$ cat src/rtl/nios2_system_onchip_mem_arbiter_pkg.sv
`default_nettype none
// ============================================================================
// Module      : nios2_system_onchip_mem_arbiter_pkg
// Description : Shared widths, master ids and read-tracking entry type.
// Revision    : 1.0 - initial release
// ============================================================================
package nios2_system_onchip_mem_arbiter_pkg;

    localparam int DEF_ADDR_W = 11;
    localparam int DEF_DATA_W = 16;

    localparam logic M0 = 1'b0;
    localparam logic M1 = 1'b1;

    typedef struct packed {
        logic valid;
        logic id;
        logic oor;
    } rd_entry_t;

endpackage
`default_nettype wire

$ cat src/rtl/nios2_system_onchip_mem_arbiter_if.sv
`default_nettype none
// ============================================================================
// Module      : nios2_system_onchip_mem_arbiter_if
// Description : Avalon-MM style slave port between one master and the arbiter.
// Revision    : 1.0 - initial release
// ============================================================================
interface nios2_system_onchip_mem_arbiter_if
    import nios2_system_onchip_mem_arbiter_pkg::*;
#(
    parameter int ADDR_W = DEF_ADDR_W,
    parameter int DATA_W = DEF_DATA_W,
    parameter int BE_W   = DATA_W / 8
);
    logic [ADDR_W-1:0] address;
    logic [BE_W-1:0]   byteenable;
    logic              read;
    logic              write;
    logic [DATA_W-1:0] writedata;
    logic              waitrequest;
    logic [DATA_W-1:0] readdata;
    logic              readdatavalid;

    modport master (
        output address, byteenable, read, write, writedata,
        input  waitrequest, readdata, readdatavalid
    );

    modport slave (
        input  address, byteenable, read, write, writedata,
        output waitrequest, readdata, readdatavalid
    );
endinterface
`default_nettype wire

$ cat src/rtl/nios2_system_rr_arb2.sv
`default_nettype none
// ============================================================================
// Module      : nios2_system_rr_arb2
// Description : Two-way round-robin grant with registered last-grant pointer.
// Revision    : 1.0 - initial release
// ============================================================================
module nios2_system_rr_arb2
    import nios2_system_onchip_mem_arbiter_pkg::*;
(
    input  logic       clk,
    input  logic       rst,
    input  logic [1:0] i_req,
    output logic [1:0] o_grant
);
    logic r_last_grant;
    logic w_winner;

    // Contention goes to whoever was not served last; no grants while in reset.
    always_comb begin
        w_winner = ~r_last_grant;
        if (i_req == 2'b01) begin
            w_winner = M0;
        end else if (i_req == 2'b10) begin
            w_winner = M1;
        end
        o_grant = 2'b00;
        if (!rst && (|i_req)) begin
            o_grant = (w_winner == M1) ? 2'b10 : 2'b01;
        end
    end

    always_ff @(posedge clk) begin
        if (rst) begin
            r_last_grant <= M1;
        end else if (|o_grant) begin
            r_last_grant <= w_winner;
        end
    end
endmodule
`default_nettype wire

$ cat src/rtl/nios2_system_onchip_mem_arbiter.sv
`default_nettype none
// ============================================================================
// Module      : nios2_system_onchip_mem_arbiter
// Description : Round-robin arbiter for two masters sharing one on-chip RAM port.
// Revision    : 1.0 - initial release
// ============================================================================
module nios2_system_onchip_mem_arbiter
    import nios2_system_onchip_mem_arbiter_pkg::*;
#(
    parameter int ADDR_W       = DEF_ADDR_W,
    parameter int DATA_W       = DEF_DATA_W,
    parameter int BE_W         = DATA_W / 8,
    parameter int MEM_WORDS    = 1860,
    parameter int READ_LATENCY = 1
) (
    input  logic                  clk,
    input  logic                  reset,
    nios2_system_onchip_mem_arbiter_if.slave m0,
    nios2_system_onchip_mem_arbiter_if.slave m1,
    output logic [ADDR_W-1:0]     mem_address,
    output logic [BE_W-1:0]       mem_byteenable,
    output logic                  mem_chipselect,
    output logic                  mem_write,
    output logic [DATA_W-1:0]     mem_writedata,
    output logic                  mem_clken,
    output logic                  mem_reset_req,
    input  logic [DATA_W-1:0]     mem_readdata
);
    localparam logic [ADDR_W:0] c_mem_words = (ADDR_W + 1)'(MEM_WORDS);

    logic [1:0]        w_req;
    logic [1:0]        w_grant;
    logic              w_any;
    logic              w_sel;
    logic [ADDR_W-1:0] w_addr;
    logic [BE_W-1:0]   w_be;
    logic [DATA_W-1:0] w_wdata;
    logic              w_is_write;
    logic              w_is_read;
    logic              w_oor;
    rd_entry_t         w_push;
    rd_entry_t         w_out;
    rd_entry_t         r_pipe [READ_LATENCY];
    logic              w_rdv0;
    logic              w_rdv1;
    logic [DATA_W-1:0] w_rdata;
    logic [DATA_W-1:0] r_hold0;
    logic [DATA_W-1:0] r_hold1;

    assign w_req = {m1.read | m1.write, m0.read | m0.write};

    nios2_system_rr_arb2 u_arb (
        .clk     (clk),
        .rst     (reset),
        .i_req   (w_req),
        .o_grant (w_grant)
    );

    assign w_any = |w_grant;
    assign w_sel = w_grant[1];

    always_comb begin
        if (w_sel == M1) begin
            w_addr     = m1.address;
            w_be       = m1.byteenable;
            w_wdata    = m1.writedata;
            w_is_write = m1.write;
            w_is_read  = m1.read;
        end else begin
            w_addr     = m0.address;
            w_be       = m0.byteenable;
            w_wdata    = m0.writedata;
            w_is_write = m0.write;
            w_is_read  = m0.read;
        end
    end

    // Out-of-range accesses are accepted but never reach the RAM.
    assign w_oor          = ({1'b0, w_addr} >= c_mem_words);
    assign mem_address    = w_addr;
    assign mem_byteenable = w_be;
    assign mem_writedata  = w_wdata;
    assign mem_chipselect = w_any & ~w_oor;
    assign mem_write      = w_any & w_is_write & ~w_oor;
    assign mem_clken      = 1'b1;
    assign mem_reset_req  = reset;

    assign m0.waitrequest = ~w_grant[0];
    assign m1.waitrequest = ~w_grant[1];

    // Write has priority over read when both are raised, so no response then.
    assign w_push.valid = w_any & w_is_read & ~w_is_write;
    assign w_push.id    = w_sel;
    assign w_push.oor   = w_oor;

    always_ff @(posedge clk) begin
        if (reset) begin
            for (int i = 0; i < READ_LATENCY; i++) begin
                r_pipe[i] <= '0;
            end
        end else begin
            r_pipe[0] <= w_push;
            for (int i = 1; i < READ_LATENCY; i++) begin
                r_pipe[i] <= r_pipe[i-1];
            end
        end
    end

    assign w_out   = r_pipe[READ_LATENCY-1];
    assign w_rdv0  = w_out.valid & ~reset & (w_out.id == M0);
    assign w_rdv1  = w_out.valid & ~reset & (w_out.id == M1);
    assign w_rdata = w_out.oor ? '0 : mem_readdata;

    always_ff @(posedge clk) begin
        if (reset) begin
            r_hold0 <= '0;
            r_hold1 <= '0;
        end else begin
            if (w_rdv0) begin
                r_hold0 <= w_rdata;
            end
            if (w_rdv1) begin
                r_hold1 <= w_rdata;
            end
        end
    end

    assign m0.readdatavalid = w_rdv0;
    assign m1.readdatavalid = w_rdv1;
    assign m0.readdata      = w_rdv0 ? w_rdata : r_hold0;
    assign m1.readdata      = w_rdv1 ? w_rdata : r_hold1;
endmodule
`default_nettype wire

$ cat src/flat_wrapper.sv
// flat-port wrapper written by rule: the top's interface ports become plain ports
module nios2_system_onchip_mem_arbiter_flat import nios2_system_onchip_mem_arbiter_pkg::*;
#(
    parameter int ADDR_W       = DEF_ADDR_W,
    parameter int DATA_W       = DEF_DATA_W,
    parameter int BE_W         = DATA_W / 8,
    parameter int MEM_WORDS    = 1860,
    parameter int READ_LATENCY = 1
)
  (clk, reset, mem_address, mem_byteenable, mem_chipselect, mem_write, mem_writedata, mem_clken, mem_reset_req, mem_readdata, m0_address, m0_byteenable, m0_read, m0_write, m0_writedata, m0_waitrequest, m0_readdata, m0_readdatavalid, m1_address, m1_byteenable, m1_read, m1_write, m1_writedata, m1_waitrequest, m1_readdata, m1_readdatavalid);
  nios2_system_onchip_mem_arbiter_if #(.ADDR_W(ADDR_W), .DATA_W(DATA_W), .BE_W(BE_W)) m0_i ();
  nios2_system_onchip_mem_arbiter_if #(.ADDR_W(ADDR_W), .DATA_W(DATA_W), .BE_W(BE_W)) m1_i ();
  input  logic clk;
  input  logic reset;
  output logic [ADDR_W-1:0] mem_address;
  output logic [BE_W-1:0] mem_byteenable;
  output logic mem_chipselect;
  output logic mem_write;
  output logic [DATA_W-1:0] mem_writedata;
  output logic mem_clken;
  output logic mem_reset_req;
  input  logic [DATA_W-1:0] mem_readdata;
  input wire logic [$bits(m0_i.address)-1:0] m0_address;
  input wire logic [$bits(m0_i.byteenable)-1:0] m0_byteenable;
  input wire logic [$bits(m0_i.read)-1:0] m0_read;
  input wire logic [$bits(m0_i.write)-1:0] m0_write;
  input wire logic [$bits(m0_i.writedata)-1:0] m0_writedata;
  output wire logic [$bits(m0_i.waitrequest)-1:0] m0_waitrequest;
  output wire logic [$bits(m0_i.readdata)-1:0] m0_readdata;
  output wire logic [$bits(m0_i.readdatavalid)-1:0] m0_readdatavalid;
  input wire logic [$bits(m1_i.address)-1:0] m1_address;
  input wire logic [$bits(m1_i.byteenable)-1:0] m1_byteenable;
  input wire logic [$bits(m1_i.read)-1:0] m1_read;
  input wire logic [$bits(m1_i.write)-1:0] m1_write;
  input wire logic [$bits(m1_i.writedata)-1:0] m1_writedata;
  output wire logic [$bits(m1_i.waitrequest)-1:0] m1_waitrequest;
  output wire logic [$bits(m1_i.readdata)-1:0] m1_readdata;
  output wire logic [$bits(m1_i.readdatavalid)-1:0] m1_readdatavalid;
  assign m0_i.address = m0_address;
  assign m0_i.byteenable = m0_byteenable;
  assign m0_i.read = m0_read;
  assign m0_i.write = m0_write;
  assign m0_i.writedata = m0_writedata;
  assign m0_waitrequest = m0_i.waitrequest;
  assign m0_readdata = m0_i.readdata;
  assign m0_readdatavalid = m0_i.readdatavalid;
  assign m1_i.address = m1_address;
  assign m1_i.byteenable = m1_byteenable;
  assign m1_i.read = m1_read;
  assign m1_i.write = m1_write;
  assign m1_i.writedata = m1_writedata;
  assign m1_waitrequest = m1_i.waitrequest;
  assign m1_readdata = m1_i.readdata;
  assign m1_readdatavalid = m1_i.readdatavalid;
  nios2_system_onchip_mem_arbiter #(.ADDR_W(ADDR_W), .DATA_W(DATA_W), .BE_W(BE_W), .MEM_WORDS(MEM_WORDS), .READ_LATENCY(READ_LATENCY)) u_core (.clk(clk), .reset(reset), .m0(m0_i), .m1(m1_i), .mem_address(mem_address), .mem_byteenable(mem_byteenable), .mem_chipselect(mem_chipselect), .mem_write(mem_write), .mem_writedata(mem_writedata), .mem_clken(mem_clken), .mem_reset_req(mem_reset_req), .mem_readdata(mem_readdata));
endmodule
$ cat config.mk
export PLATFORM = sky130hd
export DESIGN_NAME = nios2_system_onchip_mem_arbiter_flat
export DESIGN_NICKNAME = d
export VERILOG_FILES = /design/src/rtl/nios2_system_onchip_mem_arbiter_pkg.sv /design/src/rtl/nios2_system_onchip_mem_arbiter_if.sv /design/src/rtl/nios2_system_rr_arb2.sv /design/src/rtl/nios2_system_onchip_mem_arbiter.sv /design/src/flat_wrapper.sv
export SDC_FILE = /design/constraint.sdc
export NUM_CORES = 1
export LEC_CHECK = 0
export CORE_ASPECT_RATIO = 1.1
export CORE_MARGIN = 5
export CORE_UTILIZATION = 34
export DETAILED_ROUTE_END_ITERATION = 7
export GPL_TIMING_DRIVEN = 1
export HOLD_SLACK_MARGIN = 0.03
export PLACE_DENSITY = 0.81
export SETUP_SLACK_MARGIN = 0.2
export SKIP_CTS_REPAIR_TIMING = 1
export SLEW_MARGIN = 15
export SYNTH_ARGS = -nofsm -noshare
export SYNTH_HDL_FRONTEND = slang
export SYNTH_SLANG_ARGS = --single-unit
$ cat constraint.sdc
create_clock -name clk -period 1.9 [get_ports clk]
set_input_delay 0.38 -clock clk [delete_from_list [all_inputs] [get_ports clk]]
set_output_delay 0.38 -clock clk [all_outputs]
set_load 0.01 [all_outputs]
==> results of run 1 <==
## registers in the layout, indices dropped and copies added (netlist names)
signal / cells
u_core.u_arb.r_last_grant: 1
u_core.r_hold1: 16
u_core.r_pipe: 3
u_core.r_hold0: 16
## per-stage QoR
step                      util [%]  power [mW]  setup TNS [ns]  setup WS (ns)  std cells
after global placement        63.7        1.44          -54.92         -0.875        455
final                         72.9        2.18          -14.47         -0.668        491
after global routing          72.9        2.28          -17.62         -0.793        491
after CTS                     65.6        2.10          -55.04         -0.937        463
after floorplan                  -        1.05               0         0.0734        227
after detailed placement      63.7        1.44          -55.97         -0.935        455
## synthesized netlist by cell type, types with 2 or more instances
cell | instances | area [sq um]
inv_1 | 3 | 11.3
clkbuf_1 | 5 | 18.8
buf_6 | 6 | 67.6
o21ai_2 | 13 | 114
o21ai_0 | 13 | 65.1
nor2_1 | 6 | 22.5
buf_2 | 3 | 15.0
and2b_1 | 7 | 52.6
nand2b_1 | 16 | 100
dfxtp_1 | 36 | 721
nor3_1 | 3 | 15.0
o21ai_1 | 6 | 30.0
mux2_2 | 29 | 327
buf_4 | 3 | 22.5
a21oi_1 | 4 | 20.0
nor2b_1 | 26 | 163
nand2_1 | 34 | 128
o2111ai_1 | 2 | 17.5
## worst max-delay path, delay by kind of cell
| family | cells | cell delay, ns |
|---|---|---|
| buffers and inverters | 2 | 0.71 |
| muxes | 1 | 0.29 |
| and+or+nand+nor | 2 | 0.56 |
| AOI/OAI and AO/OA | 1 | 0.23 |
## worst paths after layout
check,from,to,depth (start not counted)
setup reg to reg,u_core.r_pipe[0][1],u_core.r_hold0[1],7
setup / recovery,m0_write,mem_chipselect,6
hold reg to reg,u_core.r_hold0[4],u_core.r_hold0[4],3
hold / removal,m0_write,u_core.u_arb.r_last_grant,3
## per-layer routing
layer	GRT usage (%)	up-vias	part of all wire (%)
li1	-	1130	-
met2	29.7	107	51
met3	9.31	16	11
met5	0	-	0
met1	15.7	1045	35
met4	6.57	0	2.4
## final cells by class
class | count | area (sq um)
timing repair buffer | 196 | 1940
clock inverter | 2 | 35.0
clock buffer | 6 | 72.6
tap | 77 | 96.3
multi-input combinational | 171 | 1320
fill | 407 | 1560
sequential | 36 | 726
inverter | 3 | 16.3
## power by group through the flow
stage | combinational [mW] | clock [mW] | sequential, mW
after detailed placement | 0.646 | 0 | 0.799
final | 0.745 | 0.653 | 0.783
after global routing | 0.790 | 0.701 | 0.785
after floorplan | 0.255 | 0 | 0.798
after CTS | 0.648 | 0.667 | 0.781
after global placement | 0.638 | 0 | 0.798
## cell families after synthesis
group	Yosys count	share of synthesized area, %
AO/OA/AOI/OAI	42	13.7
other	1	0.185
AND/OR/NAND/NOR	98	27.1
buffers and inverters	20	6.68
flip-flops	36	35.6
multiplexers	30	16.6
==> flow_summary.json, run 1 <==
{
  "status": "finished with violations",
  "violations": "negative setup slack",
  "p_per_area_nw_per_um2": 519,
  "worstPathRequired_ns": 1.52,
  "die_h_um": 90.9,
  "synth_seq_area_share_pct": 35.6,
  "layout_common_cells": "clkdlybuf4s50_1, buf_6, dfxtp_1",
  "final_nets": 493,
  "ys.flop_type": "dfxtp_1",
  "yosysUniqueCellTypes": 30,
  "worstMarginPinSlew_ns": 0.509,
  "critical_path_class": "in2out",
  "fp-row-count": 29,
  "vias": 2298,
  "grt_max_degree": 34,
  "wl_per_cell_um": 15.5,
  "synthArstFlopShare_pct": 0,
  "synth-edff-count": 0,
  "final_max_slew_viol_count": 0,
  "die-area_sq_um": 7590,
  "syn-num-nets": 307,
  "cts_buffer_depth": 2,
  "rsz0062_at_grt": "yes",
  "p_sw_share_pct": 25.2,
  "syn_area_per_cell_sq_um": 8.91,
  "track_usage_pct": 16.6,
  "final_common_cell": "clkdlybuf4s50_1",
  "cts_tree": "done",
  "overflow": 0,
  "hpwl_um": 5500,
  "synthCells": 227,
  "numCtsBuffers": 5,
  "worstPathArrival_ns": 2.19,
  "slowest_stage": "clkdlybuf4s50_1",
  "max_stage_delay_ns": 0.57,
  "antenna_found_initial": 0,
  "area_growth_pct": 108,
  "ant_nets": 0,
  "port_buffers": 147,
  "clock_latency_ns": 0.29,
  "max_cap_viol_count": 0,
  "drc_errors": 0,
  "yosys_warnings": 0,
  "min_period_ns": 2.57,
  "critPathCaptureType": "output port",
  "hold_slack_ns": 0.489,
  "leakagePower_nw": 2.06,
  "peakVddDrop_v": 0.000364,
  "h-tree-depth": 2,
  "io_pins": 149,
  "grt_pass1_wl_um": 10100,
  "drtIter0Drc": 28,
  "worstPathCellList": "dlymetal6s2s_1 -> o21a_4 -> nor3_4 -> mux2i_1 -> and2_1 -> clkdlybuf4s50_1",
  "routed_wl_um": 7600,
  "fin_area_sq_um": 4210,
  "place_area_sq_um": 3670,
  "path_max_fanout": 7,
  "finalCritPeriodShare_pct": 135,
  "reg2reg_setup_slack_ns": 0.38,
  "layout-drive-gt1-share_pct": 43.2,
  "chipWidth_um": 83.5,
  "yosys_register_bits": 36,
  "comb_power_share_pct": 34.1,
  "seqPwrFrac_pct": 35.9,
  "switchingPower_uw": 551,
  "num_antenna_cells": 0,
  "first_global_vias": 2149,
  "initial_core_util_pct": 35.0,
  "fin_skew_ns": 0.00371,
  "hold_class": "in2reg",
  "power_frac_clock_pct": 29.9,
  "fin_ws_ns": -0.668,
  "p_int_mw": 1.63,
  "gp_congestion": 0.832,
  "final-hold-violation-count": 0,
  "startpoint_type": "input port",
  "drtPass1Iterations": 4,
  "slew_headroom_pct": 65.9,
  "routed_via_density": 4.68,
  "cts_sinks": 36,
  "max_freq_ghz": 0.389,
  "cts.clk_slew.worst_paths_ns": 0.07,
  "coreArea_sq_um": 5770,
  "setup_viol": 53,
  "netlist_area_sq_um": 2020,
  "clk_root_buffer_cell": "clkbuf_8"
}
Power figures use the tool's default switching activity.
==> inputs of run 2 (changes only) <==
--- a/config.mk
+++ b/config.mk
@@ -6,7 +6,6 @@
 export NUM_CORES = 1
 export LEC_CHECK = 0
 export CORE_ASPECT_RATIO = 1.1
-export CORE_MARGIN = 5
 export CORE_UTILIZATION = 34
 export DETAILED_ROUTE_END_ITERATION = 7
 export GPL_TIMING_DRIVEN = 1
==> flow_summary.json, run 2 (synthesis results as in run 1) <==
{
  "cts_sinks": 36,
  "clk_root_buffer_cell": "clkbuf_8",
  "routed_via_density": 4.69,
  "final-hold-violation-count": 0,
  "cts_tree": "done",
  "fin_ws_ns": -0.475,
  "die_h_um": 82.9,
  "critical_path_class": "reg2out",
  "max_cap_viol_count": 0,
  "r2r_cells": 7,
  "hold_class": "in2reg",
  "coreArea_sq_um": 5770,
  "min_period_ns": 2.37,
  "cp_num_buf_inv": 3,
  "final_max_slew_viol_count": 0,
  "hold_slack_ns": 0.529,
  "io_pins": 149,
  "largestRegisters": "u_core.r_hold0 (16), u_core.r_hold1 (16), u_core.r_pipe (3)",
  "overflow": 0,
  "status": "finished with violations",
  "grt_max_degree": 30,
  "dp.cells": 450,
  "final_common_cell": "clkdlybuf4s50_1",
  "drc_errors": 0,
  "fin_skew_ns": 0.00597,
  "fin_cells": 485,
  "area_growth_pct": 108,
  "layout-drive-gt1-share_pct": 46.3,
  "cts_buffer_depth": 2,
  "cts.clk_slew.worst_paths_ns": 0.07,
  "fp-row-count": 29,
  "slowest_stage": "dfxtp_2",
  "setup_viol": 45,
  "peakVddDrop_v": 0.000284,
  "antenna_found_initial": 0,
  "gp_congestion": 0.828,
  "critPathCaptureType": "output port",
  "leakagePower_nw": 2.00,
  "track_usage_pct": 19.8,
  "layout_common_cells": "clkdlybuf4s50_1, buf_6, dfxtp_1",
  "drtPass1Iterations": 4,
  "max_freq_ghz": 0.421,
  "whs_path_depth": 3,
  "num_antenna_cells": 0,
  "fin_area_sq_um": 4200,
  "h-tree-depth": 2,
  "worstPathCellList": "o21a_4 -> nor3_4 -> buf_6 -> buf_4 -> mux2i_1 -> and2_1 -> clkbuf_2",
  "r2r_end": "u_core.r_pipe[0][0]",
  "worstPathArrival_ns": 1.99,
  "worstPathRequired_ns": 1.52,
  "routed_wl_um": 7590,
  "total_power_mw": 2.15,
  "max_stage_delay_ns": 0.33,
  "port_buffers": 147,
  "startpoint_type": "register",
  "hpwl_um": 4800,
  "die-area_sq_um": 6260,
  "crit_family": "simple AND/OR/NAND/NOR gates",
  "numCtsBuffers": 5,
  "p_per_area_nw_per_um2": 512,
  "place_area_sq_um": 3650,
  "chipWidth_um": 75.5,
  "grt_pass1_wl_um": 9430,
  "first_global_vias": 2121,
  "worstHoldStart": "reset",
  "final_nets": 488,
  "tns_ns": -10.16,
  "clock_latency_ns": 0.28,
  "reg2reg_from": "u_core.u_arb.r_last_grant",
  "hold_end": "u_core.r_pipe[0][0]",
  "path_max_fanout": 7,
  "vias": 2274,
  "drtIter0Drc": 53,
  "ant_nets": 0,
  "wl_per_cell_um": 15.6,
  "violations": "negative setup slack",
  "reg2reg_setup_slack_ns": 0.21,
  "finalCritPeriodShare_pct": 125,
  "initial_core_util_pct": 35.0,
  "rsz0062_at_grt": "yes"
}
==> run 2: cell count changes in the layout (fill, tap and decap cells not counted), sizes merged <==
| cell | before | now |
|---|---|---|
| bufinv | 1 | 0 |
| dlymetal6s2s | 17 | 10 |
| clkdlybuf4s50 | 75 | 68 |
| buf | 76 | 86 |
| clkinv | 2 | 0 |
| inv | 2 | 3 |
==> run 2: report_power, final <==
group / switching [mW] / internal [mW] / total, mW
clock: 0.257 / 0.323 / 0.580
combinational: 0.295 / 0.492 / 0.787
sequential: 0.0100 / 0.774 / 0.784
total: 0.563 / 1.59 / 2.15
==> run 2: per-stage QoR <==
step	util, %	setup slack [ns]
floorplan	-	0.0734
global placement	63.3	-0.920
detailed placement	63.3	-0.953
CTS	64.9	-0.953
global route	72.8	-0.550
finish	72.8	-0.475
==> run 2: area by class of cell <==
type,instances,area [sq um]
Clock buffer,7,96.3
Multi-Input combinational cell,171,1380
Timing Repair Buffer,191,1890
Tap cell,77,96.3
Sequential cell,36,724
Inverter,3,13.8
Fill cell,378,1570
==> run 2: per-layer routing <==
metal / up-vias / track usage, % / wire [um]
met1: 1031 / 19.4 / 2780
met3: 17 / 7.65 / 620
met2: 103 / 36.3 / 4000
met4: 0 / 6.73 / 189
met5: - / 0 / 0
li1: 1123 / - / -
==> run 2: worst register-to-register path, stage by stage (launching register included) <==
cell,delay [ns]
dfxtp_2,0.33
o21a_4,0.12
nor3_4,0.33
buf_6,0.19
buf_4,0.11
mux2i_1,0.30
buf_4,0.17
nor2_1,0.03
==> run 2: worst max-delay path by stage <==
| stage | start | to | slack (ns) | depth (start not counted) |
|---|---|---|---|---|
| after detailed placement | m0_write | mem_writedata[9] | -0.95 | 6 |
| after CTS | m0_write | mem_writedata[9] | -0.95 | 6 |
| after global placement | m0_write | mem_writedata[10] | -0.92 | 6 |
| after floorplan | m0_write | mem_address[0] | 0.07 | 4 |
| after global routing | u_core.u_arb.r_last_grant | mem_chipselect | -0.55 | 7 |
| final | u_core.u_arb.r_last_grant | mem_chipselect | -0.47 | 7 |
